### src/rtl/reflet_ram16_copier_if.sv
// RAM-side bus of the block-copy engine: the copier masters enable/addr/data/write_en
// and the RAM answers with its registered read data.
interface reflet_ram16_copier_if #(
    parameter int ADDR_SIZE = 9
);
    logic                 mem_enable;
    logic [ADDR_SIZE-1:0] mem_addr;
    logic [15:0]          mem_data_out;
    logic                 mem_write_en;
    logic [15:0]          mem_data_in;

    // Handshake: a read is requested when enable=1/write_en=0 and its data is valid
    // the following cycle; a write commits on the edge where enable and write_en are both 1.
    modport master (
        output mem_enable,
        output mem_addr,
        output mem_data_out,
        output mem_write_en,
        input  mem_data_in
    );

    modport slave (
        input  mem_enable,
        input  mem_addr,
        input  mem_data_out,
        input  mem_write_en,
        output mem_data_in
    );
endinterface

### src/rtl/reflet_ram16_copier.sv
// Block-copy engine: copies len bytes from src to dst in forward 16-bit word transfers,
// finishing odd lengths with a read-modify-write that keeps the byte after the range.
module reflet_ram16_copier #(
    parameter int addrSize = 9,
    parameter int lenSize  = 9
) (
    input  logic                clk,
    input  logic                reset,
    input  logic                start,
    input  logic [addrSize-1:0] src,
    input  logic [addrSize-1:0] dst,
    input  logic [lenSize-1:0]  len,
    output logic                busy,
    output logic                done,
    output logic [2:0]          o_dbg_state,
    reflet_ram16_copier_if.master mem
);

    typedef enum logic [2:0] {
        S_IDLE      = 3'd0,
        S_READ      = 3'd1,
        S_WAIT      = 3'd2,
        S_WRITE     = 3'd3,
        S_TAIL_RD   = 3'd4,
        S_TAIL_WAIT = 3'd5,
        S_TAIL_WR   = 3'd6,
        S_DONE      = 3'd7
    } state_t;

    state_t              r_state;
    logic                r_busy;
    logic                r_done;
    logic                r_en;
    logic                r_we;
    logic [addrSize-1:0] r_addr;
    logic [15:0]         r_wdata;
    logic [addrSize-1:0] r_cur_src;
    logic [addrSize-1:0] r_cur_dst;
    logic [lenSize-1:0]  r_remaining;
    logic [15:0]         r_buf;

    logic [addrSize-1:0] w_src_next;
    logic [addrSize-1:0] w_dst_next;
    logic [lenSize-1:0]  w_rem_next;
    logic [15:0]         w_tail_word;

    assign w_src_next  = r_cur_src + addrSize'(2);
    assign w_dst_next  = r_cur_dst + addrSize'(2);
    assign w_rem_next  = r_remaining - lenSize'(2);
    assign w_tail_word = {mem.mem_data_in[15:8], r_buf[7:0]};

    always_ff @(posedge clk) begin
        if (!reset) begin
            r_state     <= S_IDLE;
            r_busy      <= 1'b0;
            r_done      <= 1'b0;
            r_en        <= 1'b0;
            r_we        <= 1'b0;
            r_addr      <= '0;
            r_wdata     <= '0;
            r_cur_src   <= '0;
            r_cur_dst   <= '0;
            r_remaining <= '0;
            r_buf       <= '0;
        end else begin
            r_done <= 1'b0;
            case (r_state)
                S_IDLE: begin
                    if (start) begin
                        if (len != '0) begin
                            r_cur_src   <= src;
                            r_cur_dst   <= dst;
                            r_remaining <= len;
                            r_en        <= 1'b1;
                            r_we        <= 1'b0;
                            r_addr      <= src;
                            r_busy      <= 1'b1;
                            r_state     <= S_READ;
                        end else begin
                            r_done  <= 1'b1;
                            r_state <= S_DONE;
                        end
                    end
                end
                S_READ: begin
                    r_en    <= 1'b0;
                    r_state <= S_WAIT;
                end
                S_WAIT: begin
                    r_buf  <= mem.mem_data_in;
                    r_en   <= 1'b1;
                    r_addr <= r_cur_dst;
                    if (r_remaining >= lenSize'(2)) begin
                        r_we    <= 1'b1;
                        r_wdata <= mem.mem_data_in;
                        r_state <= S_WRITE;
                    end else begin
                        r_we    <= 1'b0;
                        r_state <= S_TAIL_RD;
                    end
                end
                S_WRITE: begin
                    r_cur_src   <= w_src_next;
                    r_cur_dst   <= w_dst_next;
                    r_remaining <= w_rem_next;
                    r_we        <= 1'b0;
                    if (w_rem_next == '0) begin
                        r_en    <= 1'b0;
                        r_busy  <= 1'b0;
                        r_done  <= 1'b1;
                        r_state <= S_DONE;
                    end else begin
                        r_en    <= 1'b1;
                        r_addr  <= w_src_next;
                        r_state <= S_READ;
                    end
                end
                S_TAIL_RD: begin
                    r_en    <= 1'b0;
                    r_state <= S_TAIL_WAIT;
                end
                S_TAIL_WAIT: begin
                    // Keep the destination's upper byte, replace only the last copied byte.
                    r_buf   <= w_tail_word;
                    r_wdata <= w_tail_word;
                    r_en    <= 1'b1;
                    r_we    <= 1'b1;
                    r_state <= S_TAIL_WR;
                end
                S_TAIL_WR: begin
                    r_en        <= 1'b0;
                    r_we        <= 1'b0;
                    r_busy      <= 1'b0;
                    r_done      <= 1'b1;
                    r_remaining <= '0;
                    r_state     <= S_DONE;
                end
                S_DONE: begin
                    r_state <= S_IDLE;
                end
                default: begin
                    r_state <= S_IDLE;
                end
            endcase
        end
    end

    assign busy             = r_busy;
    assign done             = r_done;
    assign o_dbg_state      = r_state;
    assign mem.mem_enable   = r_en;
    assign mem.mem_addr     = r_addr;
    assign mem.mem_data_out = r_wdata;
    // Masked by reset so the edge that aborts a copy can never commit a pending write.
    assign mem.mem_write_en = r_we & reset;

endmodule

### src/flat_wrapper.sv
// flat-port wrapper written by rule: the top's interface ports become plain ports
module reflet_ram16_copier_flat 
#(
    parameter int addrSize = 9,
    parameter int lenSize  = 9
)
  (clk, reset, start, src, dst, len, busy, done, o_dbg_state, mem_mem_enable, mem_mem_addr, mem_mem_data_out, mem_mem_write_en, mem_mem_data_in);
  reflet_ram16_copier_if #(.ADDR_SIZE(9)) mem_i ();
  input  logic clk;
  input  logic reset;
  input  logic start;
  input  logic [addrSize-1:0] src;
  input  logic [addrSize-1:0] dst;
  input  logic [lenSize-1:0] len;
  output logic busy;
  output logic done;
  output logic [2:0] o_dbg_state;
  output wire logic [$bits(mem_i.mem_enable)-1:0] mem_mem_enable;
  output wire logic [$bits(mem_i.mem_addr)-1:0] mem_mem_addr;
  output wire logic [$bits(mem_i.mem_data_out)-1:0] mem_mem_data_out;
  output wire logic [$bits(mem_i.mem_write_en)-1:0] mem_mem_write_en;
  input wire logic [$bits(mem_i.mem_data_in)-1:0] mem_mem_data_in;
  assign mem_mem_enable = mem_i.mem_enable;
  assign mem_mem_addr = mem_i.mem_addr;
  assign mem_mem_data_out = mem_i.mem_data_out;
  assign mem_mem_write_en = mem_i.mem_write_en;
  assign mem_i.mem_data_in = mem_mem_data_in;
  reflet_ram16_copier #(.addrSize(addrSize), .lenSize(lenSize)) u_core (.clk(clk), .reset(reset), .start(start), .src(src), .dst(dst), .len(len), .busy(busy), .done(done), .o_dbg_state(o_dbg_state), .mem(mem_i));
endmodule
### config.mk
export PLATFORM = sky130hd
export DESIGN_NAME = reflet_ram16_copier_flat
export DESIGN_NICKNAME = d
export VERILOG_FILES = /design/src/rtl/reflet_ram16_copier_if.sv /design/src/rtl/reflet_ram16_copier.sv /design/src/flat_wrapper.sv
export SDC_FILE = /design/constraint.sdc
export NUM_CORES = 1
export LEC_CHECK = 0
export BUFFER_PORTS_ARGS = -buffer_cell sky130_fd_sc_hd__buf_4
export CORE_ASPECT_RATIO = 0.9
export CORE_UTILIZATION = 45
export CTS_CLUSTER_SIZE = 14
export DETAILED_ROUTE_END_ITERATION = 10
export PLACE_DENSITY = 0.76
export REMOVE_ABC_BUFFERS = 1
export SLEW_MARGIN = 20
export SYNTH_ARGS = -nofsm -noshare
export SYNTH_HDL_FRONTEND = slang
export SYNTH_SLANG_ARGS = --single-unit
### constraint.sdc
create_clock -name clk -period 2.3 [get_ports clk]
set_clock_uncertainty 0.2 [all_clocks]
set_input_delay 0.115 -clock clk [delete_from_list [all_inputs] [get_ports clk]]
set_output_delay 0.115 -clock clk [all_outputs]
set_load 0.005 [all_outputs]
# --- After elaboration in Yosys (flattened, before gate mapping) ---
# Cells that the tools add are included.
totals:
  ff_bits: 67
  in_bits: 46
  wordCells: 82
  out_inout_bits: 32
classes:
  mux: 33
  n_bitwise: 2
  reduce_logical: 20
  n_lt_le_gt_ge: 1
  add_sub_neg: 3
  eq_ne: 12
op_table:
  columns: ["op", "n"]
  rows:
  - ["two-way mux 9 bit", 7]
  - ["one-hot mux 9 bit (3 select lines)", 2]
  - ["one-hot mux 9 bit (2 select lines)", 2]
  - ["one-hot mux 16 bit (2 select lines)", 1]
  - ["one-hot mux 3 bit (8 select lines)", 1]
  - ["adder 9 x 2 -> 9 bit (second input constant)", 2]
  - ["two-way mux 16 bit", 1]
  - ["one-hot mux 8 bit (2 select lines)", 1]
  - ["== test 3 bit (second input constant)", 4]
  - ["two-way mux 3 bit", 4]
  - ["AND reduction 3 bit", 4]
  - ["two-way mux 1 bit", 10]
  - [">= comparator 9 x 2 -> 1 bit (second input constant)", 1]
  - ["logical NOT 9 bit", 1]
  - ["nonzero test 9 bit", 1]
  - ["subtractor 9 x 2 -> 9 bit (second input constant)", 1]
  - ["one-hot mux 1 bit (4 select lines)", 2]
  - ["AND reduction 4 bit", 2]
  - ["nonzero test 4 bit", 2]
  - ["== test 3 x 2 -> 1 bit (second input constant)", 2]
  - ["!= test 2 x 1 -> 1 bit (second input constant)", 3]
  - ["one-hot mux 1 bit (3 select lines)", 2]
  - ["nonzero test 3 bit", 2]
  - ["!= test 2 bit (second input constant)", 2]
  - ["other kinds (8)", 11]

# --- Depth between registers and ports, before layout ---
depth:
  word_depth: 4
  ltp_mapped: 9
  depth_no_buf: 7

# --- Worst setup path after synthesis ---
# No wires, ideal clock.
synth_path:
  path_kind: "reg2reg"
  from: "reg u_core.r_remaining[1]"
  to: "reg u_core.r_addr[0], in the netlist u_core.mem.mem_addr[0]"
  stages_incl_launch_ff: 9
  path_buffers: 1
  arrival_time_ps: 1980
  t_required_ps: 1976
  synth_period_minus_slack_ps: 2304
  setup_ps: 124
  path_slack_ps: -4
  cell_sequence: "dfxtp_1 inv_1 ha_1 or4b_1 or4_1 clkinv_1 a31oi_1 buf_6 mux2i_1"
synth_via:
  elab_chain_len: 4
synth_rtl:
  columns: ["element", "line", "text"]
  rows:
  - ["from (decl)", "reflet_ram16_copier.sv:39", "logic [lenSize-1:0] r_remaining;"]
  - ["from (signal assigned)", "reflet_ram16_copier.sv:73", "r_remaining <= len;"]
  - ["from (signal assigned)", "reflet_ram16_copier.sv:105", "r_remaining <= w_rem_next;"]
  - ["subtractor 9 x 2 -> 9 bit", "reflet_ram16_copier.sv:49", "assign w_rem_next = r_remaining - lenSize'(2);"]
  - ["logical NOT 9 bit", "reflet_ram16_copier.sv:107", "if (w_rem_next == '0) begin"]
  - ["!= test 2 bit (no line)", null, null]
  - ["AND reduction 4 bit (no line)", null, null]
  - ["to (signal assigned)", "reflet_ram16_copier.sv:76", "r_addr <= src;"]
  - ["to (signal assigned)", "reflet_ram16_copier.sv:92", "r_addr <= r_cur_dst;"]
  - ["to (signal assigned)", "reflet_ram16_copier.sv:114", "r_addr <= w_src_next;"]
  - ["to (decl)", "reflet_ram16_copier.sv:35", "logic [addrSize-1:0] r_addr;"]
# Every way passes these cells.
# A chain may end at the register's enable or synchronous reset.

# --- Worst setup path in the final report ---
layout_path:
  from: "reg u_core.r_remaining[2]"
  to: "reg u_core.r_addr[2], in the netlist u_core.mem.mem_addr[2]"
# Same word-level chain as after synthesis.

==> summary.txt <==
STA
  • WHS: 0.2667 ns
  • RSZ-0062 raised after global routing: yes
  • # setup viols final: 9
  • PnR worst setup slack: -0.03853 ns
  • Worst slew margin: 0.6079
  • Worst slew pin tran: 0.5865 ns
  • F_max: 427.6 MHz
  • Slew Viols, Final: 0
  • Share of the cycle needed by the critical path after routing: 1.017
  • Endpoints failing hold: 0
  • Final min period: 2.339 ns

Synthesis
  • Synth cell types: 57
  • Primary FF master, synth: dfxtp_1
  • Post-Synth Adder-Cell Area: 0.01085
  • Ys async rst share: 0
  • Complex-gate fraction of the synthesized area: 0.2359
  • Register area share after synthesis: 0.3878
  • Synth Area in XOR/XNOR: 0.02026
  • Multiplexer share of the synthesized area: 0.09262
  • Syn_area_per_cell: 8.099 µm²
  • Post-Synth Simple-Gate Area: 0.2041
  • Post-synthesis cell count: 427
  • Largest family of logic cells by synthesized area: compound AO/OA/AOI/OAI gates
  • Synthesis warning total: 0
  • Area of the mapped netlist: 3458 µm²
  • Post-synth EDFFs: 0
  • #FFs+latches synth: 67

Cells and area
  • Area Overhead vs Synth: 42.94%
  • Share of cells above drive strength 1: 0.2465
  • Non-filler instance count after layout: 657
  • Nets@finish: 608
  • Finished Core Util: 0.6812
  • Final Cell Area: 4943 µm²
  • Ant. Diodes: 0

Pwr
  • Power, Total: 3.180 mW
  • Leak: 2.056 nW
  • VDD IR max: 423.0 µV
  • Power per cell area: 643.3 nW/µm²

Clocking
  • Clock slew at reported path FFs: 0.08 ns
  • Clock Sinks: 67
  • Total CTS buffers: 9
  • CTS tree: yes
  • Clock Tree Root: clkbuf_8
  • Number of H-tree levels: 3
  • Clock buffer depth: 2
  • Worst-Skew Late Latency: 0.35 ns

Placed design
  • Post-Place Cells: 593
  • IO buf count: 77
  • Dpl hpwl: 6.960 mm
  • Placer Congestion: 0.8742
  • Post-place instance area: 4233 µm²

Setup path
  • Worst reg2reg path depth: 8
  • CP delay by family, top: simple AND/OR/NAND/NOR gates
  • Critical path type: register to register
  • Endpoint arrival time on the critical path: 2.37 ns
  • Worst Setup End Kind: register
  • CP max stage cell: or4_4
  • Worst r2r src: u_core.r_remaining[2]
  • Crit path cell chain: inv_2 > ha_4 > or4b_1 > or4_4 > clkinv_4 > a31oi_4 > buf_6 > mux2i_1
  • Crit Path Max Fanout: 5
  • Reg-to-Reg End: u_core.mem.mem_addr[2]
  • WP data required: 2.33 ns
  • CP Launch Type: register
  • Reg2reg setup slack: -0.04 ns
  • Worst path max stage delay: 0.44 ns
  • Crit path buf inv count: 3

Global routing
  • Met2 Usage GRT: 0.4598
  • Vias in the first global route: 3,677
  • Gr ovfl total: 0
  • Met1 usage in global routing: 0.3472
  • Overall Global Routing Usage: 0.2710
  • Most Crowded Layer GR: met2
  • Largest net degree at the start of global routing: 42
  • First-pass GRT wire length: 17.23 mm
  • Initial antenna violation count: 0
  • Global-route met3 utilization: 0.07258

Route
  • WL/cell: 16.00 µm
  • Iter 0 DRT Violations: 260
  • Remaining routing DRC violations: 0
  • Vias per inst: 5.753
  • Detailed Route WL: 10.51 mm
  • Post-DRT Antenna Nets: 0
  • Via count: 3,780
  • Pre-antenna DRT Iters: 5

Die
  • Row cnt: 29
  • Die H: 85.17 µm
  • I/O Pins: 78
  • Initial core utilization: 0.4766
  • Die span in x: 94.41 µm
  • Core box area: 7257 µm²
  • Die area: 8040 µm²

Min path
  • HP Start: u_core.mem.mem_addr[7]
  • Worst hold path depth: 2
  • HP Class: register to register
  • Worst Hold End: u_core.mem.mem_addr[7]

Status
  • Violated checks: setup timing
  • Status: finished with violations

Run
  • Maxcap violations: 0
-- cell usage after synthesis, types with 2 or more instances --
master / number / area [µm²]
a211oi_1: 5 / 37.54
a21oi_1: 45 / 225.2
a221oi_1: 5 / 43.79
a222oi_1: 4 / 40.04
a311oi_1: 5 / 43.79
a31oi_1: 5 / 31.28
and2_1: 2 / 12.51
buf_2: 5 / 25.02
buf_4: 2 / 15.01
clkbuf_1: 21 / 78.83
dfxtp_1: 67 / 1341
ha_1: 3 / 37.54
inv_1: 8 / 30.03
mux2i_1: 32 / 320.3
nand2_1: 56 / 210.2
nand2b_1: 4 / 25.02
nand3_1: 12 / 60.06
nand3b_1: 4 / 30.03
nor2_1: 41 / 153.9
nor2b_1: 2 / 12.51
nor3_1: 6 / 30.03
nor4b_1: 2 / 17.52
o2111ai_1: 2 / 17.52
o211ai_1: 4 / 30.03
o21a_1: 2 / 15.01
o21ai_0: 35 / 175.2
o21ai_1: 3 / 15.01
o22ai_1: 3 / 18.77
o31ai_1: 3 / 22.52
o32ai_1: 2 / 17.52
or2_2: 2 / 12.51
or3_1: 4 / 25.02
xnor2_1: 3 / 26.28
xor2_1: 5 / 43.79
-- per-stage QoR --
stage / setup slack, ns / setup TNS (ns)
floorplan: -0.8143 / -15.91
global placement: -0.01406 / -0.08367
detailed placement: -0.06560 / -0.7772
CTS: -0.01745 / -0.06008
global route: -0.08938 / -0.7516
finish: -0.03853 / -0.2582
-- flip-flops by register name, indices dropped and copies added (netlist names) --
name,count
u_core.done,1
u_core.r_remaining,9
u_core.o_dbg_state,3
u_core.mem.mem_data_out,16
u_core.mem.mem_addr,9
u_core.r_cur_src,9
u_core.r_buf,8
u_core.mem.mem_enable,1
u_core.busy,1
u_core.r_cur_dst,9
u_core.r_we,1
-- final cells by class --
class	instances	area, µm²
Tap cell	93	116.4
Fill cell	574	2313
Timing Repair Buffer	151	1265
Inverter	9	38.79
Multi-Input combinational cell	321	2001
Sequential cell	67	1344
Clock buffer	11	141.4
Clock inverter	5	37.54
-- how the worst max path moves through the flow --
| stage | start | end | slack [ns] | cells after the start |
|---|---|---|---|---|
| finish | u_core.r_remaining[2] | u_core.mem.mem_addr[2] | -0.04 | 8 |
| floorplan | u_core.o_dbg_state[2] | u_core.mem.mem_data_out[10] | -0.81 | 5 |
| global placement | u_core.r_remaining[1] | u_core.mem.mem_addr[4] | -0.01 | 8 |
| global route | u_core.r_remaining[2] | u_core.mem.mem_addr[2] | -0.09 | 8 |
| CTS | u_core.r_remaining[2] | u_core.mem.mem_addr[2] | -0.02 | 8 |
| detailed placement | u_core.r_remaining[2] | u_core.mem.mem_addr[2] | -0.07 | 8 |
-- layout by cell type, fill, tap and decap left out, drive strengths merged, types with 9 or more instances in the layout --
cell type    count
o21ai           38
dfxtp           67
nand3           12
a21oi           45
buf            105
nor2            41
clkbuf          11
nand2           56
mux2i           32
inv              9
dlygate4sd3     46
-- power breakdown --
group,internal (mW),switching (mW)
Sequential,1.27,0.105
Combinational,0.459,0.450
Clock,0.424,0.476
-- routing by layer --
layer / routed length [µm] / vias up
met1: 4548 / 1775
met2: 5072 / 180
met3: 821 / 7
met4: 68 / 0
met5: 0 / -
li1: - / 1818
-- logic make-up (layout without fill, tap and decap cells) --
logic type,after synthesis,in the layout
AOI/OAI and AO/OA,130,130
DFF,67,67
xor gates and xnor gates,8,8
muxes,32,32
adders and majority gates,3,3
and+or+nand+nor,148,148
buffers and inverters,39,176
-- repair_timing --
item	CTS	global route
hold buffers	46	0
endpoints found under the hold margin	55	0
pin swaps	0	1
resized for setup	14	1
endpoints found under the setup margin	18	11
cloned	1	0
buffers inserted	1	0
-- worst reg2reg max path, cell delays in order (launching register included) --
cell and delay, ns:
dfxtp_2 0.34, inv_2 0.05, ha_4 0.26, or4b_1 0.43, or4_4 0.44, clkinv_4 0.08
a31oi_4 0.10, buf_6 0.18, mux2i_1 0.12
No activity file was read; power rests on OpenSTA's default activity.
